===== config.mk =====
export PLATFORM = sky130hd
export DESIGN_NAME = mem_connector_arb
export DESIGN_NICKNAME = d
export VERILOG_FILES = /design/src/rtl/mem_connector_arb.sv
export SDC_FILE = /design/constraint.sdc
export NUM_CORES = 1
export LEC_CHECK = 0
export ABC_AREA = 1
export BUFFER_PORTS_ARGS = -buffer_cell sky130_fd_sc_hd__buf_4
export CAP_MARGIN = 20
export CORE_ASPECT_RATIO = 1.4
export CORE_MARGIN = 1
export CORE_UTILIZATION = 40
export DETAILED_ROUTE_END_ITERATION = 12
export PLACE_DENSITY = 0.66
export SKIP_LAST_GASP = 1
export SLEW_MARGIN = 15
export SYNTH_ARGS = -nofsm -noshare
export SYNTH_HDL_FRONTEND = slang
export SYNTH_SLANG_ARGS = --single-unit
export TNS_END_PERCENT = 30

===== constraint.sdc =====
create_clock -name i_clk -period 2.65 [get_ports i_clk]
set_input_delay 0.3975 -clock i_clk [delete_from_list [all_inputs] [get_ports i_clk]]
set_output_delay 0.3975 -clock i_clk [all_outputs]
set_load 0.1 [all_outputs]

===== src/rtl/mem_connector_arb.sv =====
// SPI SRAM connector: per-channel ownership FSM that hands each SRAM between its FPGA engine
// and the RPi master, only across an idle guard window, with at most one RPi-owned channel.
module mem_connector_arb #(
    parameter int N_CH         = 4,
    parameter int SEL_W        = $clog2(N_CH),
    parameter int GUARD_CYCLES = 4,
    parameter int SYNC_STAGES  = 2
) (
    input  logic              i_clk,
    input  logic              i_rst,
    input  logic              i_rpi_en,
    input  logic [SEL_W-1:0]  i_rpi_sel,
    input  logic              i_rpi_cs_n,
    input  logic              i_rpi_sclk,
    input  logic              i_rpi_mosi,
    output logic              o_rpi_miso,
    input  logic [N_CH-1:0]   i_fpga_cs_n,
    input  logic [N_CH-1:0]   i_fpga_sclk,
    input  logic [N_CH-1:0]   i_fpga_mosi,
    output logic [N_CH-1:0]   o_fpga_miso,
    output logic [N_CH-1:0]   o_fpga_gnt,
    output logic [N_CH-1:0]   o_mem_cs_n,
    output logic [N_CH-1:0]   o_mem_sclk,
    output logic [N_CH-1:0]   o_mem_mosi,
    input  logic [N_CH-1:0]   i_mem_miso,
    output logic [N_CH-1:0]   o_owner_rpi,
    output logic [N_CH-1:0]   o_switch_busy
);

    // state    | meaning
    // FPGA_OWN | SRAM wired to its FPGA engine
    // DRAIN_F  | RPi wants the channel; waiting for idle guard and no other RPi owner
    // RPI_OWN  | SRAM wired to the RPi pins
    // DRAIN_R  | RPi released the channel; waiting for RPi CS idle guard
    typedef enum logic [1:0] {
        FPGA_OWN = 2'd0,
        DRAIN_F  = 2'd1,
        RPI_OWN  = 2'd2,
        DRAIN_R  = 2'd3
    } state_t;

    localparam int              CNT_W    = $clog2(GUARD_CYCLES + 1);
    localparam logic [CNT_W-1:0] GUARD_TC = CNT_W'(GUARD_CYCLES);

    logic [SYNC_STAGES-1:0]            r_en_sync;
    logic [SYNC_STAGES-1:0]            r_cs_sync;
    logic [SYNC_STAGES-1:0][SEL_W-1:0] r_sel_sync;

    state_t           r_state [N_CH];
    logic [CNT_W-1:0] r_cnt   [N_CH];

    logic             w_rpi_en_s;
    logic             w_rpi_cs_n_s;
    logic [SEL_W-1:0] w_rpi_sel_s;
    logic [N_CH-1:0]  w_tgt;
    logic             w_rpi_busy;
    logic [CNT_W-1:0] w_cnt_f_nxt [N_CH];
    logic [CNT_W-1:0] w_cnt_r_nxt [N_CH];

    always_ff @(posedge i_clk or posedge i_rst) begin
        if (i_rst) begin
            r_en_sync  <= '0;
            r_cs_sync  <= '1;
            r_sel_sync <= '0;
        end else begin
            r_en_sync     <= {r_en_sync[SYNC_STAGES-2:0], i_rpi_en};
            r_cs_sync     <= {r_cs_sync[SYNC_STAGES-2:0], i_rpi_cs_n};
            r_sel_sync[0] <= i_rpi_sel;
            for (int k = 1; k < SYNC_STAGES; k++) begin
                r_sel_sync[k] <= r_sel_sync[k-1];
            end
        end
    end

    assign w_rpi_en_s   = r_en_sync[SYNC_STAGES-1];
    assign w_rpi_cs_n_s = r_cs_sync[SYNC_STAGES-1];
    assign w_rpi_sel_s  = r_sel_sync[SYNC_STAGES-1];

    // Guard counters saturate at the terminal count and restart whenever a CS is active
    always_comb begin
        w_tgt      = '0;
        w_rpi_busy = 1'b0;
        for (int i = 0; i < N_CH; i++) begin
            w_tgt[i] = w_rpi_en_s && (w_rpi_sel_s == SEL_W'(i));
            if (r_state[i] == RPI_OWN || r_state[i] == DRAIN_R) begin
                w_rpi_busy = 1'b1;
            end
            w_cnt_f_nxt[i] = '0;
            w_cnt_r_nxt[i] = '0;
            if (w_rpi_cs_n_s) begin
                w_cnt_r_nxt[i] = (r_cnt[i] == GUARD_TC) ? GUARD_TC : r_cnt[i] + CNT_W'(1);
                if (i_fpga_cs_n[i]) begin
                    w_cnt_f_nxt[i] = w_cnt_r_nxt[i];
                end
            end
        end
    end

    always_ff @(posedge i_clk or posedge i_rst) begin
        if (i_rst) begin
            for (int i = 0; i < N_CH; i++) begin
                r_state[i] <= FPGA_OWN;
                r_cnt[i]   <= '0;
            end
        end else begin
            for (int i = 0; i < N_CH; i++) begin
                case (r_state[i])
                    FPGA_OWN: begin
                        if (w_tgt[i]) begin
                            r_state[i] <= DRAIN_F;
                            r_cnt[i]   <= '0;
                        end
                    end
                    DRAIN_F: begin
                        if (!w_tgt[i]) begin
                            r_state[i] <= FPGA_OWN;
                        end else begin
                            r_cnt[i] <= w_cnt_f_nxt[i];
                            // Waits here with a full guard while another channel is still RPi-side
                            if (w_cnt_f_nxt[i] == GUARD_TC && !w_rpi_busy) begin
                                r_state[i] <= RPI_OWN;
                            end
                        end
                    end
                    RPI_OWN: begin
                        if (!w_tgt[i]) begin
                            r_state[i] <= DRAIN_R;
                            r_cnt[i]   <= '0;
                        end
                    end
                    DRAIN_R: begin
                        if (w_tgt[i]) begin
                            r_state[i] <= RPI_OWN;
                        end else begin
                            r_cnt[i] <= w_cnt_r_nxt[i];
                            if (w_cnt_r_nxt[i] == GUARD_TC) begin
                                r_state[i] <= FPGA_OWN;
                            end
                        end
                    end
                    default: begin
                        r_state[i] <= FPGA_OWN;
                        r_cnt[i]   <= '0;
                    end
                endcase
            end
        end
    end

    // RPi-side mux uses the raw pins so SPI timing is not delayed by the synchroniser
    always_comb begin
        o_rpi_miso    = 1'b0;
        o_mem_cs_n    = '1;
        o_mem_sclk    = '0;
        o_mem_mosi    = '0;
        o_fpga_gnt    = '0;
        o_owner_rpi   = '0;
        o_switch_busy = '0;
        for (int i = 0; i < N_CH; i++) begin
            case (r_state[i])
                FPGA_OWN: begin
                    o_mem_cs_n[i] = i_fpga_cs_n[i];
                    o_mem_sclk[i] = i_fpga_sclk[i];
                    o_mem_mosi[i] = i_fpga_mosi[i];
                    o_fpga_gnt[i] = !w_tgt[i];
                end
                RPI_OWN: begin
                    o_mem_cs_n[i]  = i_rpi_cs_n;
                    o_mem_sclk[i]  = i_rpi_sclk;
                    o_mem_mosi[i]  = i_rpi_mosi;
                    o_owner_rpi[i] = 1'b1;
                    o_rpi_miso     = o_rpi_miso | i_mem_miso[i];
                end
                default: begin
                    o_switch_busy[i] = 1'b1;
                end
            endcase
        end
    end

    assign o_fpga_miso = i_mem_miso;

endmodule


==> results of run 1 <==
-- worst register-to-register path, delay by kind of cell, from the launching register on --
kind,cells,cell delay [ns]
AND/OR/NAND/NOR,4,0.43
adder cells (fa/ha/maj),1,0.29
AO/OA/AOI/OAI,2,0.28
buffers and inverters,2,0.11
flip-flops,1,0.43
-- stage by stage --
stage | TNS, ns | hold WS, ns | setup slack [ns] | cell area, um^2 | util
detailed placement | 0 | 0.335 | 0.979 | 2340 | 0.515
global route | 0 | 0.195 | 0.517 | 2410 | 0.531
global placement | 0 | 0.333 | 1.00 | 2340 | 0.515
CTS | 0 | 0.193 | 0.665 | 2410 | 0.531
floorplan | -1.82 | 0.331 | -0.281 | 1920 | -
finish | 0 | 0.175 | 0.663 | 2410 | 0.531
-- per-layer routing --
metal | up-vias | GRT usage | share of wire
met2 | 61 | 0.322 | 0.50
met1 | 761 | 0.229 | 0.43
met3 | 9 | 0.0296 | 0.047
met5 | - | 0 | 0
li1 | 879 | - | -
met4 | 0 | 0.0782 | 0.024
-- cell families (layout without fill, tap and decap cells) --
kind of cell,count (synthesis),in the layout,share of synthesized area
flip-flops,28,28,0.375
buffers and inverters,63,110,0.142
XOR/XNOR,3,3,0.0320
AND/OR/NAND/NOR,112,112,0.280
AO/OA/AOI/OAI,38,38,0.118
adder cells (fa/ha/maj),8,8,0.0533
-- layout by cell type, fill, tap and decap left out, types with 2 or more instances in the layout --
master / n
a21oi_1: 8
a21oi_2: 2
buf_4: 53
clkbuf_8: 3
dfrtp_1: 26
dfstp_2: 2
ha_1: 8
inv_1: 43
inv_2: 7
nand2_1: 53
nand2_2: 2
nand3_1: 14
nand3_2: 5
nand3b_1: 2
nand4_1: 5
nor2_1: 20
nor2_2: 4
nor2_4: 2
nor3_1: 2
o211ai_1: 2
o21ai_0: 7
o21ai_1: 5
o21ai_2: 6
o221ai_2: 2
o22ai_1: 3
o31ai_1: 3
xor2_2: 2
-- worst paths after layout --
path | start | to | cells after the start
max in group asynchronous | i_rst | r_cs_sync[1] | 3
max reg2reg | r_cnt[9] | r_state[6] | 9
max | flop | o_mem_cs_n[1] | 5
min in group i_clk | i_rpi_en | r_en_sync[0] | 1
min | i_rst | r_cnt[9] | 3
min reg2reg | r_en_sync[0] | r_en_sync[1] | 0
-- synth_stat cells --
library cell | n | area, um^2
a21oi_1 | 8 | 40.0
a21oi_2 | 2 | 17.5
and2_1 | 1 | 6.26
buf_4 | 5 | 37.5
buf_6 | 1 | 11.3
clkbuf_1 | 4 | 15.0
clkinv_1 | 1 | 3.75
clkinv_2 | 1 | 5.00
dfrtp_1 | 26 | 651
dfstp_2 | 2 | 52.6
ha_1 | 8 | 100
inv_1 | 43 | 161
inv_2 | 7 | 26.3
inv_4 | 1 | 6.26
nand2_1 | 53 | 199
nand2_2 | 2 | 12.5
nand2_4 | 1 | 11.3
nand3_1 | 14 | 70.1
nand3_2 | 5 | 50.1
nand3b_1 | 2 | 15.0
nand4_1 | 5 | 31.3
nor2_1 | 23 | 86.3
nor2_2 | 2 | 12.5
nor2_4 | 1 | 11.3
nor3_1 | 2 | 10.0
nor3_2 | 1 | 10.0
o211ai_1 | 2 | 15.0
o21ai_0 | 13 | 65.1
o21ai_1 | 5 | 25.0
o221ai_1 | 2 | 17.5
o22ai_1 | 3 | 18.8
o31ai_1 | 3 | 22.5
xor2_2 | 2 | 32.5
xor2_4 | 1 | 27.5
-- final cells by class --
type	instances	share of cell area
sequential	28	0.292
multi-input combinational	161	0.397
timing repair buffer	53	0.165
tap	62	0.0322
clock buffer	3	0.0172
clock inverter	1	0.0125
inverter	53	0.0842
==> results.yml, run 1 <==
critical_path:
  path_class: "flop to output pin"
  critPathRequiredTime_ns: 2.25
  cpMaxStageDelayCell: "dfrtp_1"
  critical_path.cell_chain: "inv_2, nor2_2, inv_1, o221ai_2, buf_4"
  critical-path-max-stage-delay_ns: 0.42
  critPathTopFamily: "buffers and inverters"
  rrSetupSlack_ns: 1.01
  worstPathMaxFanout: 4
  critical_path_arrival_ns: 1.59
  start_kind: "flop"
  cp-end-kind: "output pin"
  path_buf_inv: 3
sta:
  rsz0062_at_grt: "no"
  clock-skew-final_ns: 0.00376
  final_max_slew_viol_count: 0
  tightest_slew_ns: 0.477
  slew_headroom: 0.678
  fin_crit_ns: 1.99
  clock.fmax_ghz: 0.503
  setup_viol_count_final: 0
  hold_violations: 0
  fin_crit_sh: 0.750
place:
  routabilityCongestion: 0.807
  hpwl_mm: 3.48
  place_inst: 357
  port_buffers: 52
global_route:
  grt_pass1_wl_mm: 7.18
  grt_max_degree: 29
  grt-ovfl-total: 0
  grt_pass1_vias: 1667
  antenna_found_initial: 0
  grt_use_total: 0.190
logic_synthesis:
  synth_area_um2: 1880
  synth.distinct_cells: 34
  yosys_warnings: 0
  synthCells: 252
  ys_seq_elements: 28
  yosysSeqAreaShare: 0.375
  avgSynthCellArea_um2: 7.45
  synth_fp_nets: 284
run:
  drv_cap: 0
detailed_routing:
  drc_errors: 0
  num_vias: 1710
  dr.first_iter.drc_count: 26
  dr.pass1.iters: 4
  vias_per_cell: 4.74
  routed_wl_mm: 4.26
  ant_nets: 0
  avgRoutedWirePerCell_um: 11.8
final_layout:
  regArea_um2: 703
  final_cell_count_no_fill: 361
  multiInputGateArea_um2: 955
  drive_gt1_frac: 0.321
  area_growth_pct: 28.3
  fin_nets: 332
  fill_cells: 457
  num_antenna_cells: 0
clock_tree:
  clock_path_buffers: 2
  clock_sinks: 28
  hold_buffers: 0
  path_clk_slew_ns: 0.10
  postCtsSetupRepairBufs: 0
  root_buffer: "clkbuf_8"
  cts_buffers: 3
  htree_levels: 1
  post_cts_resize_count: 0
  tritoncts: "yes"
  clock_latency_ns: 0.28
die:
  row_count: 29
  io_pins: 53
  die_x_um: 59.9
  initial_core_util: 0.414
  dieArea_um2: 4970
  coreArea_um2: 4540
  die_h_um: 83.0
min_path:
  hold_class: "primary input to async pin"
run_status:
  status: "finished, final reports clean"
Power of run 1 is not shown: default switching activity piles up to over one toggle a cycle in this logic, so the estimate is an artifact.
==> run 2: changes to the inputs <==
PLACE_DENSITY = 0.68   (was 0.66)
clock period = 1.65 ns   (was 2.65 ns; I/O delays follow)
==> run 2 against run 1 <==
  * The run now ends with setup timing left
  * Sequential cell count unchanged
  * Via count up 6.7%
  * Clock-buffer cell count up 1
  * Cell area up 15%
  * Die area unchanged
  * Core utilization up 8.0 points
  * Sequential share of layout area down 3.5 points
  * Hold slack worse by 0.15 ns
  * Worst setup slack worse by 0.69 ns
  * Critical path type unchanged
==> results.yml, run 2 (synthesis results as in run 1) <==
critical_path:
  critical_path_arrival_ns: 1.43
  rrSetupSlack_ns: 0.08
  r2r_end: "r_state[4]"
  worstPathMaxFanout: 5
  crit_end: "o_mem_mosi[2]"
  start_kind: "flop"
  crit_start: "r_state[2]"
  cp-end-kind: "output pin"
  critPathRequiredTime_ns: 1.40
  path_class: "flop to output pin"
  r2r_cells: 7
die:
  coreArea_um2: 4540
  die_x_um: 59.9
  initial_core_util: 0.414
  row_count: 29
  dieArea_um2: 4970
  die_h_um: 83.0
  io_pins: 53
sta:
  hold_violations: 0
  tightest_slew_ns: 0.385
  clock-skew-final_ns: 0.00265
  final.setup.tns_ns: -0.0540
  slew_headroom: 0.743
  rsz0062_at_grt: "yes"
  fin_ws_ns: -0.0237
  fin_crit_ns: 1.67
  clock.fmax_ghz: 0.597
  final_max_slew_viol_count: 0
  fin_crit_sh: 1.01
  setup_viol_count_final: 3
clock_tree:
  clock_sinks: 28
  tritoncts: "yes"
  htree_levels: 1
  cts_buffers: 3
  hold_buffers: 0
  clock_path_buffers: 2
  root_buffer: "clkbuf_8"
  clock_latency_ns: 0.28
  path_clk_slew_ns: 0.10
final_layout:
  multiInputGateArea_um2: 1090
  fin_nets: 346
  num_antenna_cells: 0
  drive_gt1_frac: 0.422
  fill_cells: 402
  area_growth_pct: 47.5
  regArea_um2: 711
  final_common_cell: "nand2_1"
  layout_common_cells: "53 x nand2_1, 51 x buf_4, 37 x inv_1, 20 x dfrtp_1, 15 x nor2_1"
run_status:
  violations: "setup timing"
  status: "finished, violations left"
detailed_routing:
  drc_errors: 0
  ant_nets: 0
  dr.pass1.iters: 4
  num_vias: 1825
  avgRoutedWirePerCell_um: 12.7
  vias_per_cell: 4.87
  dr.first_iter.drc_count: 57
  routed_wl_mm: 4.78
global_route:
  grt_use_total: 0.212
  grt_max_degree: 29
  grt-ovfl-total: 0
  antenna_found_initial: 0
  grt_pass1_vias: 1816
  grt_pass1_wl_mm: 8.05
place:
  hpwl_mm: 3.65
  routabilityCongestion: 0.816
  dp_slack_ns: 0.126
  port_buffers: 52
min_path:
  hold_class: "primary input to async pin"
run:
  drv_cap: 0
## run 2: changes by cell type in the layout (fill, tap and decap cells not counted), sizes merged
cell,change
buf,+14
bufinv,-1
clkbuf,+1
clkinv,-1
clkinvlp,+1
## run 2: timing repair
item                       in CTS  in global routing
setup buffers                   9                  2
pin swaps                       3                  1
setup endpoints to repair      17                 21
resized for setup              36                 13
## run 2: final cells by class
cell class              instances  share of cell area
multi-input cells             161               0.394
flip-flops and latches         28               0.257
repair buffers                 67               0.228
inverters                      53              0.0764
well taps                      62              0.0280
clock buffers                   4              0.0163
## run 2: worst max-delay path: stages, from the launching register on
cell	delay (ns)
dfrtp_2	0.47
nor2_4	0.17
inv_2	0.10
o21ai_4	0.15
buf_6	0.25
## run 2: worst min path at each step
stage	from	endpoint	slack, ns	cells past startpoint
2_1_floorplan	i_rpi_cs_n	r_cs_sync[0]	0.25	0
3_3_place_gp	r_sel_sync[1]	w_rpi_sel_s[1]	0.33	0
3_5_place_dp	r_sel_sync[1]	w_rpi_sel_s[1]	0.33	0
4_1_cts	i_rst	r_cnt[3]	0.03	3
5_1_grt	i_rst	r_cnt[3]	0.05	3
6_report	i_rst	r_cnt[3]	0.02	3
## run 2: layer usage
layer | share of wire | global-route usage
met5 | 0 | 0
met4 | 0.023 | 0.0867
met3 | 0.044 | 0.0312
met2 | 0.52 | 0.362
met1 | 0.42 | 0.258
## run 2: metrics by stage
| stage | utilization | instance area [um^2] | cells | hold slack, ns |
|---|---|---|---|---|
| after floorplan | - | 2040 | 252 | 0.252 |
| after global placement | 0.545 | 2470 | 360 | 0.334 |
| after detailed placement | 0.545 | 2470 | 360 | 0.335 |
| after CTS | 0.597 | 2710 | 373 | 0.0342 |
| after global routing | 0.610 | 2770 | 375 | 0.0505 |
| final | 0.610 | 2770 | 375 | 0.0232 |
Power of run 2 is left out for the same reason.
